## src/rtl/nv_blkbox_sink_arb.sv

```systemverilog
// nv_blkbox_sink_arb
// Round-robin arbiter that merges four valid/ready requesters onto one
// registered sink port. It also keeps a saturating count of accepted beats
// for each requester.
//
// state | meaning
// ------+------------------------------------------
// IDLE  | output register empty, sink_valid low
// BUSY  | output register holds a beat for the sink
module nv_blkbox_sink_arb #(
    parameter int DW = 32,
    parameter int N  = 4,
    parameter int CW = 16
) (
    input  logic            nvdla_core_clk,
    input  logic            nvdla_core_rst,
    input  logic [N-1:0]    req_valid,
    input  logic [N*DW-1:0] req_data,
    output logic [N-1:0]    req_ready,
    output logic            sink_valid,
    output logic [DW-1:0]   sink_data,
    input  logic            sink_ready,
    input  logic [N-1:0]    cfg_en,
    input  logic            cnt_clr,
    output logic [N*CW-1:0] grant_cnt,
    output logic [1:0]      sink_src
);

    typedef enum logic [0:0] {
        IDLE = 1'b0,
        BUSY = 1'b1
    } state_t;

    state_t          state;
    logic [1:0]      rr_ptr;
    logic [N-1:0]    eligible;
    logic [1:0]      win;
    logic [1:0]      cand;
    logic            win_found;
    logic            can_load;
    logic            handshake;
    logic [CW-1:0]   cnt [N];

    assign eligible = req_valid & cfg_en;

    // Find the first eligible requester at or after rr_ptr, wrapping from 3 to 0.
    always_comb begin
        win       = '0;
        cand      = '0;
        win_found = 1'b0;
        for (int k = 0; k < N; k++) begin
            cand = rr_ptr + 2'(k);
            if (!win_found && eligible[cand]) begin
                win       = cand;
                win_found = 1'b1;
            end
        end
    end

    // The output register can take a new beat when it is empty, or when it is
    // being drained in this same cycle. Reset suppresses every grant.
    assign can_load  = (state == IDLE) || sink_ready;
    assign handshake = win_found && can_load && !nvdla_core_rst;

    // One-hot accept to the winning requester only.
    always_comb begin
        req_ready = '0;
        if (handshake) begin
            req_ready[win] = 1'b1;
        end
    end

    // Output-register FSM. sink_valid is a flop, so sink_ready has no
    // combinational path to the sink side.
    always_ff @(posedge nvdla_core_clk) begin
        if (nvdla_core_rst) begin
            state      <= IDLE;
            sink_valid <= 1'b0;
            sink_data  <= '0;
            sink_src   <= '0;
            rr_ptr     <= '0;
        end else if (handshake) begin
            state      <= BUSY;
            sink_valid <= 1'b1;
            sink_data  <= req_data[win*DW +: DW];
            sink_src   <= win;
            rr_ptr     <= win + 2'd1;
        end else if (state == BUSY && sink_ready) begin
            state      <= IDLE;
            sink_valid <= 1'b0;
        end
    end

    // Saturating per-requester grant counters. A clear wins over a same-cycle grant.
    always_ff @(posedge nvdla_core_clk) begin
        for (int i = 0; i < N; i++) begin
            if (nvdla_core_rst || cnt_clr) begin
                cnt[i] <= '0;
            end else if (req_ready[i] && (cnt[i] != {CW{1'b1}})) begin
                cnt[i] <= cnt[i] + CW'(1);
            end
        end
    end

    // Flatten the counters onto the output bus.
    always_comb begin
        grant_cnt = '0;
        for (int i = 0; i < N; i++) begin
            grant_cnt[i*CW +: CW] = cnt[i];
        end
    end

endmodule

```

## config.mk

```make
export PLATFORM = sky130hd
export DESIGN_NAME = nv_blkbox_sink_arb
export DESIGN_NICKNAME = d
export VERILOG_FILES = /design/src/rtl/nv_blkbox_sink_arb.sv
export SDC_FILE = /design/constraint.sdc
export NUM_CORES = 1
export LEC_CHECK = 0
export ABC_AREA = 1
export BUFFER_PORTS_ARGS = -buffer_cell sky130_fd_sc_hd__buf_2
export CAP_MARGIN = 10
export CELL_PAD_IN_SITES_DETAIL_PLACEMENT = 1
export CELL_PAD_IN_SITES_GLOBAL_PLACEMENT = 2
export CORE_MARGIN = 4
export CORE_UTILIZATION = 25
export CTS_CLUSTER_DIAMETER = 200
export DETAILED_ROUTE_END_ITERATION = 10
export GPL_TIMING_DRIVEN = 0
export PLACE_DENSITY = 0.84
export SYNTH_ARGS = -nofsm -noshare
export SYNTH_HDL_FRONTEND = slang
export SYNTH_SLANG_ARGS = --single-unit
```

## constraint.sdc

```tcl
create_clock -name nvdla_core_clk -period 2.3 [get_ports nvdla_core_clk]
set_input_delay 0.23 -clock nvdla_core_clk [delete_from_list [all_inputs] [get_ports nvdla_core_clk]]
set_output_delay 0.23 -clock nvdla_core_clk [all_outputs]
set_load 0.1 [all_outputs]
```

# Word-level counts from Yosys, hierarchy flattened
# Memory sizes are Yosys's and may differ from the RTL's.
# Cells that the tools add are included.
[totals]
reg_bits = 37
mem_bits_rw = 64
inputBits = 140
out_inout_bits = 103
wordCells = 87
mem_count = 1
[op_classes]
n_addsub = 8
order_cmp = 6
eq_ne = 4
shifts = 1
muxes = 39
bitwise_logic = 6
reduce_logical = 18
[memory_table]
columns = ["name", "depth", "width", "read_ports", "rd_ports_with_merged_regs", "write_ports", "line", "text"]
rows = [
  ["cnt", 4, 16, 4, 0, 4, "42", "logic [CW-1:0] cnt [N];"],
]
[op_table]
columns = ["operator", "count"]
rows = [
  ["128-bit by 8-bit variable part select with 32-bit output", 1],
  ["16-bit by 1-bit adder with 16-bit output (second input constant)", 4],
  ["16-bit two-way mux", 4],
  ["16-bit inequality test (second input constant)", 4],
  ["1-bit two-way mux", 25],
  ["2-bit by 3-bit less-than comparator with 1-bit output (second input constant)", 5],
  ["1-bit logical AND", 11],
  ["1-bit binary-select mux with 2-bit select", 4],
  ["2-bit two-way mux", 4],
  ["2-bit by 1-bit adder with 2-bit output (second input constant)", 2],
  ["2-bit adder (second input constant)", 2],
  ["4-bit AND", 1],
  ["1-bit logical NOT", 4],
  ["4-bit two-way mux", 1],
  ["1-bit OR", 4],
  ["1-bit demux with 2-bit select", 1],
  ["2-bit by 1-bit greater-or-equal comparator with 1-bit output (second input constant)", 1],
  ["1-bit logical OR", 2],
  ["2-bit nonzero test", 1],
  ["1-bit NOT", 1],
]

# Depth between registers and ports, before layout
[depth]
word_depth = 23
mapped_depth = 18
depth_no_buf = 15

# Worst setup path after synthesis
# Ideal clock, no wire load.
[synth_timing]
kind = "reg-to-reg"
start = "mem cnt[1][0]"
end = "mem cnt[1][0] (enable)"
setup_ns = 0.386
arrival_time_ns = 2.740
t_required_ns = 1.914
setup_slack_ns = -0.826
stages_incl_launch_ff = 10
n_path_buf = 0
synth_period_minus_slack_ns = 3.126
path_cell_list = "edfxtp_1 -> ha_1 -> nand3_1 -> nor2_1 -> nand4_1 -> nor2_1 -> and3_1 -> nand3_1 -> nand2_1 -> nand2_1"
[synth_lines]
columns = ["item", "line"]
rows = [
  ["start: declaration", "42"],
]

# Worst setup path in the final report
[layout_timing]
start = "reg rr_ptr[0]"
end = "out req_ready[3]"
[layout_between]
elab_chain_len = 17
word_cells_on_any_way = 33
cone_classes = "3 x add/sub; 2 x order compare; 19 x mux; 9 x reduce/logical"
[layout_lines]
columns = ["item", "line", "text"]
rows = [
  ["start: declaration", "35", "logic [1:0] rr_ptr;"],
  ["start signal: assignment", "87", "rr_ptr <= win + 2'd1;"],
  ["parallel branches: the longest is 16 deep, another holds 2-bit by 3-bit less-than comparator with 1-bit output", "n/a", ""],
  ["4-bit two-way mux *", "68", "if (handshake) begin"],
  ["end: declaration", "19", "output logic [N-1:0] req_ready,"],
]
# Every way passes the cells marked *. The select of a mux whose other input is x is not followed.

==> impl_metrics.env <==
export IMPL_grt_overflow=0
export IMPL_ys_seq_area_frac=0.402
export IMPL_drt_first_iter_violations=199
export IMPL_wl_um=23000
export IMPL_final_util=0.355
export IMPL_internal_power_mw=5.99
export IMPL_clock_fmax_ghz=0.439
export IMPL_vias=6619
export IMPL_wl_met3_um=1280
export IMPL_netlist_instances=875
export IMPL_synth_distinct_cells=38
export IMPL_cts_sinks=101
export IMPL_grt_pass1_vias=6649
export IMPL_swShare=0.581
export IMPL_clkLatencyLatePin_ns=0.35
export IMPL_final_hold_viol_count=0
export IMPL_synthArstFlopShare=0
export IMPL_areaGrowthSynthToFinish_pct=39.9
export IMPL_hold_start="nvdla_core_rst"
export IMPL_skew_ns=0.00974
export IMPL_top_layer_used="met5"
export IMPL_yosysMostFrequentCell="nand2_1"
export IMPL_cts_reportedPaths_clkPinSlew_ns=0.08
export IMPL_yosysTopAreaCellShare=0.290
export IMPL_muxShareOfSynthArea=0
export IMPL_synth_top_family_by_area="simple AND/OR/NAND/NOR gates"
export IMPL_htree_num_levels=3
export IMPL_yosysTopAreaCell="edfxtp_1"
export IMPL_path_max_fanout=8
export IMPL_num_io_pins=243
export IMPL_fin_crit_sh=0.991
export IMPL_cts_tree="done"
export IMPL_yosys_register_bits=101
export IMPL_finalSetupViolCount=0
export IMPL_ir_drop_uv=613
export IMPL_die_w_um=171
export IMPL_syn_avg_cell_area_um2=7.56
export IMPL_hold_class="in -> reg"
export IMPL_netlist_top_cells_area="edfxtp_1, nand2_1, dfxtp_1"
export IMPL_cts_hold_buf=0
export IMPL_drive_gt1_frac=0.376
export IMPL_num_rows=59
export IMPL_timing_critical_path_arrival_ns=2.05
export IMPL_synthFlopType="edfxtp_1"
export IMPL_synth_fa_ha_area_frac=0.00756
export IMPL_maxSlewViolCount=0
export IMPL_antenna_found_initial=1
export IMPL_fin_area_um2=9260
export IMPL_p_switching_mw=8.30
export IMPL_drcViolationCount=0
export IMPL_synth_edf_count=64
export IMPL_final_cell_count_no_fill=1499
export IMPL_die_h_um=171
export IMPL_start_kind="register"
export IMPL_cts_root_buf="clkbuf_16"
export IMPL_synth_common_cells="nand2_1, nand3_1, inv_1"
export IMPL_num_fill_cells=3231
export IMPL_hold_path_depth=2
export IMPL_critical_path_max_stage_delay_ns=0.33
export IMPL_io_buffers=242
export IMPL_maxCapViolations=0
export IMPL_r2r_setup_slack_ns=0.04
export IMPL_ant_nets=0
export IMPL_worst_slew_pin_slew_ns=0.854
export IMPL_core_area_um2=26100
export IMPL_cpMostUsedCell="nand2_2"
export IMPL_nets=1302
export IMPL_end_kind="output port"
export IMPL_synth_compound_area_frac=0.0185
export IMPL_gp_congestion=0.816
export IMPL_die_area_um2=29100
export IMPL_power_mw=14.3
export IMPL_r2r_cells=16
export IMPL_crit_type="reg -> out"
export IMPL_placedCellCount=1452
export IMPL_slew_headroom=0.430
export IMPL_numCtsBuffers=9
export IMPL_synth_xor_area_share=0.0675
export IMPL_m1WireLength_um=10000
export IMPL_yosys_area_share_simple=0.421
export IMPL_placed_area_um2=8400
export IMPL_holdPathEnd="rr_ptr[1]$_SDFFE_PP0N_"
export IMPL_yosysWarnings=0
export IMPL_worst_slack_ns=0.0205
export IMPL_leakage_nw=4.55
export IMPL_track_usage=0.150
export IMPL_grt_max_degree=17
export IMPL_rr_endpoint="cnt[3][14]$_SDFFCE_PN0P_"
export IMPL_dpl_worst_slack_ns=-0.427
export IMPL_power_density_nw_per_um2=1540
export IMPL_synth_nets=1019
export IMPL_critPathRequiredTime_ns=2.07
export IMPL_clkPwrFrac=0.115
export IMPL_netlist_area_um2=6620
export IMPL_rsz0062_at_grt="yes"
export IMPL_drt_pass1_iterations=4
export IMPL_comb_power_share=0.692
export IMPL_cts_buffer_depth=2
export IMPL_crit_slowest_cell="dfxtp_2"
export IMPL_wl_per_cell_um=15.4
export IMPL_pwr_share_seq=0.193
export IMPL_r2r_start="rr_ptr[0]$_SDFFE_PP0N_"
export IMPL_viasPerCell=4.42
export IMPL_hpwl_um=17900
export IMPL_grt_pass1_wl_um=35000
export IMPL_fin_crit_ns=2.28
export IMPL_status="finished, final reports clean"
export IMPL_wl_met2_um=11500
export IMPL_worstPathCellList="buf_8 -> clkinv_8 -> nand3_2 -> nand2_1 -> nand2_2 -> nand2_2 -> nor2_4 -> nor2_2 -> nand2_2 -> nand2_4 -> buf_6 -> nor2_4 -> buf_12"
export IMPL_start_util=0.254
==> registers in the layout (all words and copies together), names as in the netlist <==
| register | flops |
|---|---|
| cnt | 64 |
| sink_src | 2 |
| rr_ptr | 2 |
| state | 1 |
| sink_data | 32 |
==> critical path: cells and delay by family (launching register included) <==
kind | cells | cell delay, ns
buf+inv | 4 | 0.53
flops | 1 | 0.33
simple gates | 9 | 0.81
==> power by group through the flow <==
stage	sequential (mW)	combinational, mW	clock [mW]
after floorplan	5.67	4.29	0
after global placement	2.77	9.16	0
after detailed placement	2.79	9.20	0
after CTS	2.75	9.84	1.72
after global routing	2.83	10.8	1.79
final	2.75	9.89	1.65
==> final cells by class <==
| cell class | instances | area (µm²) | share of cell area |
|---|---|---|---|
| multi-input combinational | 653 | 3630 | 0.392 |
| sequential | 101 | 2670 | 0.288 |
| timing repair buffer | 273 | 1610 | 0.174 |
| tap | 335 | 419 | 0.0453 |
| inverter | 83 | 334 | 0.0361 |
| buffer | 37 | 283 | 0.0305 |
| clock buffer | 11 | 253 | 0.0273 |
| clock inverter | 5 | 57.6 | 0.00621 |
| antenna | 1 | 2.50 | 0.000270 |
==> cells in the final DEF, fill, tap and decap left out, drive strengths merged, types with 4 or more instances in the layout <==
cell and count:
nor3 10, nand4 7, clkinv 6, nand2 334
ha 4, buf 299, nor2 89, clkbuf 22
dfxtp 37, nand3 137, xnor2 14, edfxtp 64
xor2 37, inv 81, o21ai 8
==> metal layers <==
layer / vias up / global-route usage
met5: - / 0
met4: 2 / 0.0281
met3: 13 / 0.0314
met2: 142 / 0.263
met1: 3117 / 0.192
li1: 3345 / -
==> metrics by stage <==
stage          hold WS (ns)  TNS, ns
3_5_place_dp          0.480   -20.30
3_3_place_gp          0.463   -15.24
5_1_grt               0.137    -2.73
6_report              0.138        0
2_1_floorplan         0.302   -57.68
4_1_cts               0.118        0
==> repair_timing <==
| item | CTS | global route |
|---|---|---|
| cloned | 0 | 3 |
| buffers inserted | 19 | 9 |
| gates resized for setup | 37 | 39 |
| pin swaps | 17 | 18 |
| setup endpoints to repair | 131 | 130 |
==> worst max path at each step <==
stage / from / to / slack, ns / cells after the start
floorplan: cnt[1][0]$_SDFFCE_PN0P_ / cnt[1][0]$_SDFFCE_PN0P_ / -0.68 / 10
global placement: rr_ptr[1]$_SDFFE_PP0N_ / cnt[2][8]$_SDFFCE_PN0P_ / -0.33 / 11
detailed placement: rr_ptr[1]$_SDFFE_PP0N_ / cnt[2][9]$_SDFFCE_PN0P_ / -0.43 / 11
CTS: rr_ptr[0]$_SDFFE_PP0N_ / req_ready[2] / 0.003 / 13
global route: rr_ptr[0]$_SDFFE_PP0N_ / req_ready[3] / -0.09 / 13
finish: rr_ptr[0]$_SDFFE_PP0N_ / req_ready[3] / 0.02 / 13
==> cells by family (layout without fill, tap and decap cells) <==
family	Yosys count	after routing
AO/OA/AOI/OAI	15	15
XOR/XNOR	51	51
adder cells (fa/ha/maj)	4	4
buffers and inverters	121	409
flip-flops	101	101
other	0	1
AND/OR/NAND/NOR	583	583
No activity file was read; power rests on OpenSTA's default activity.
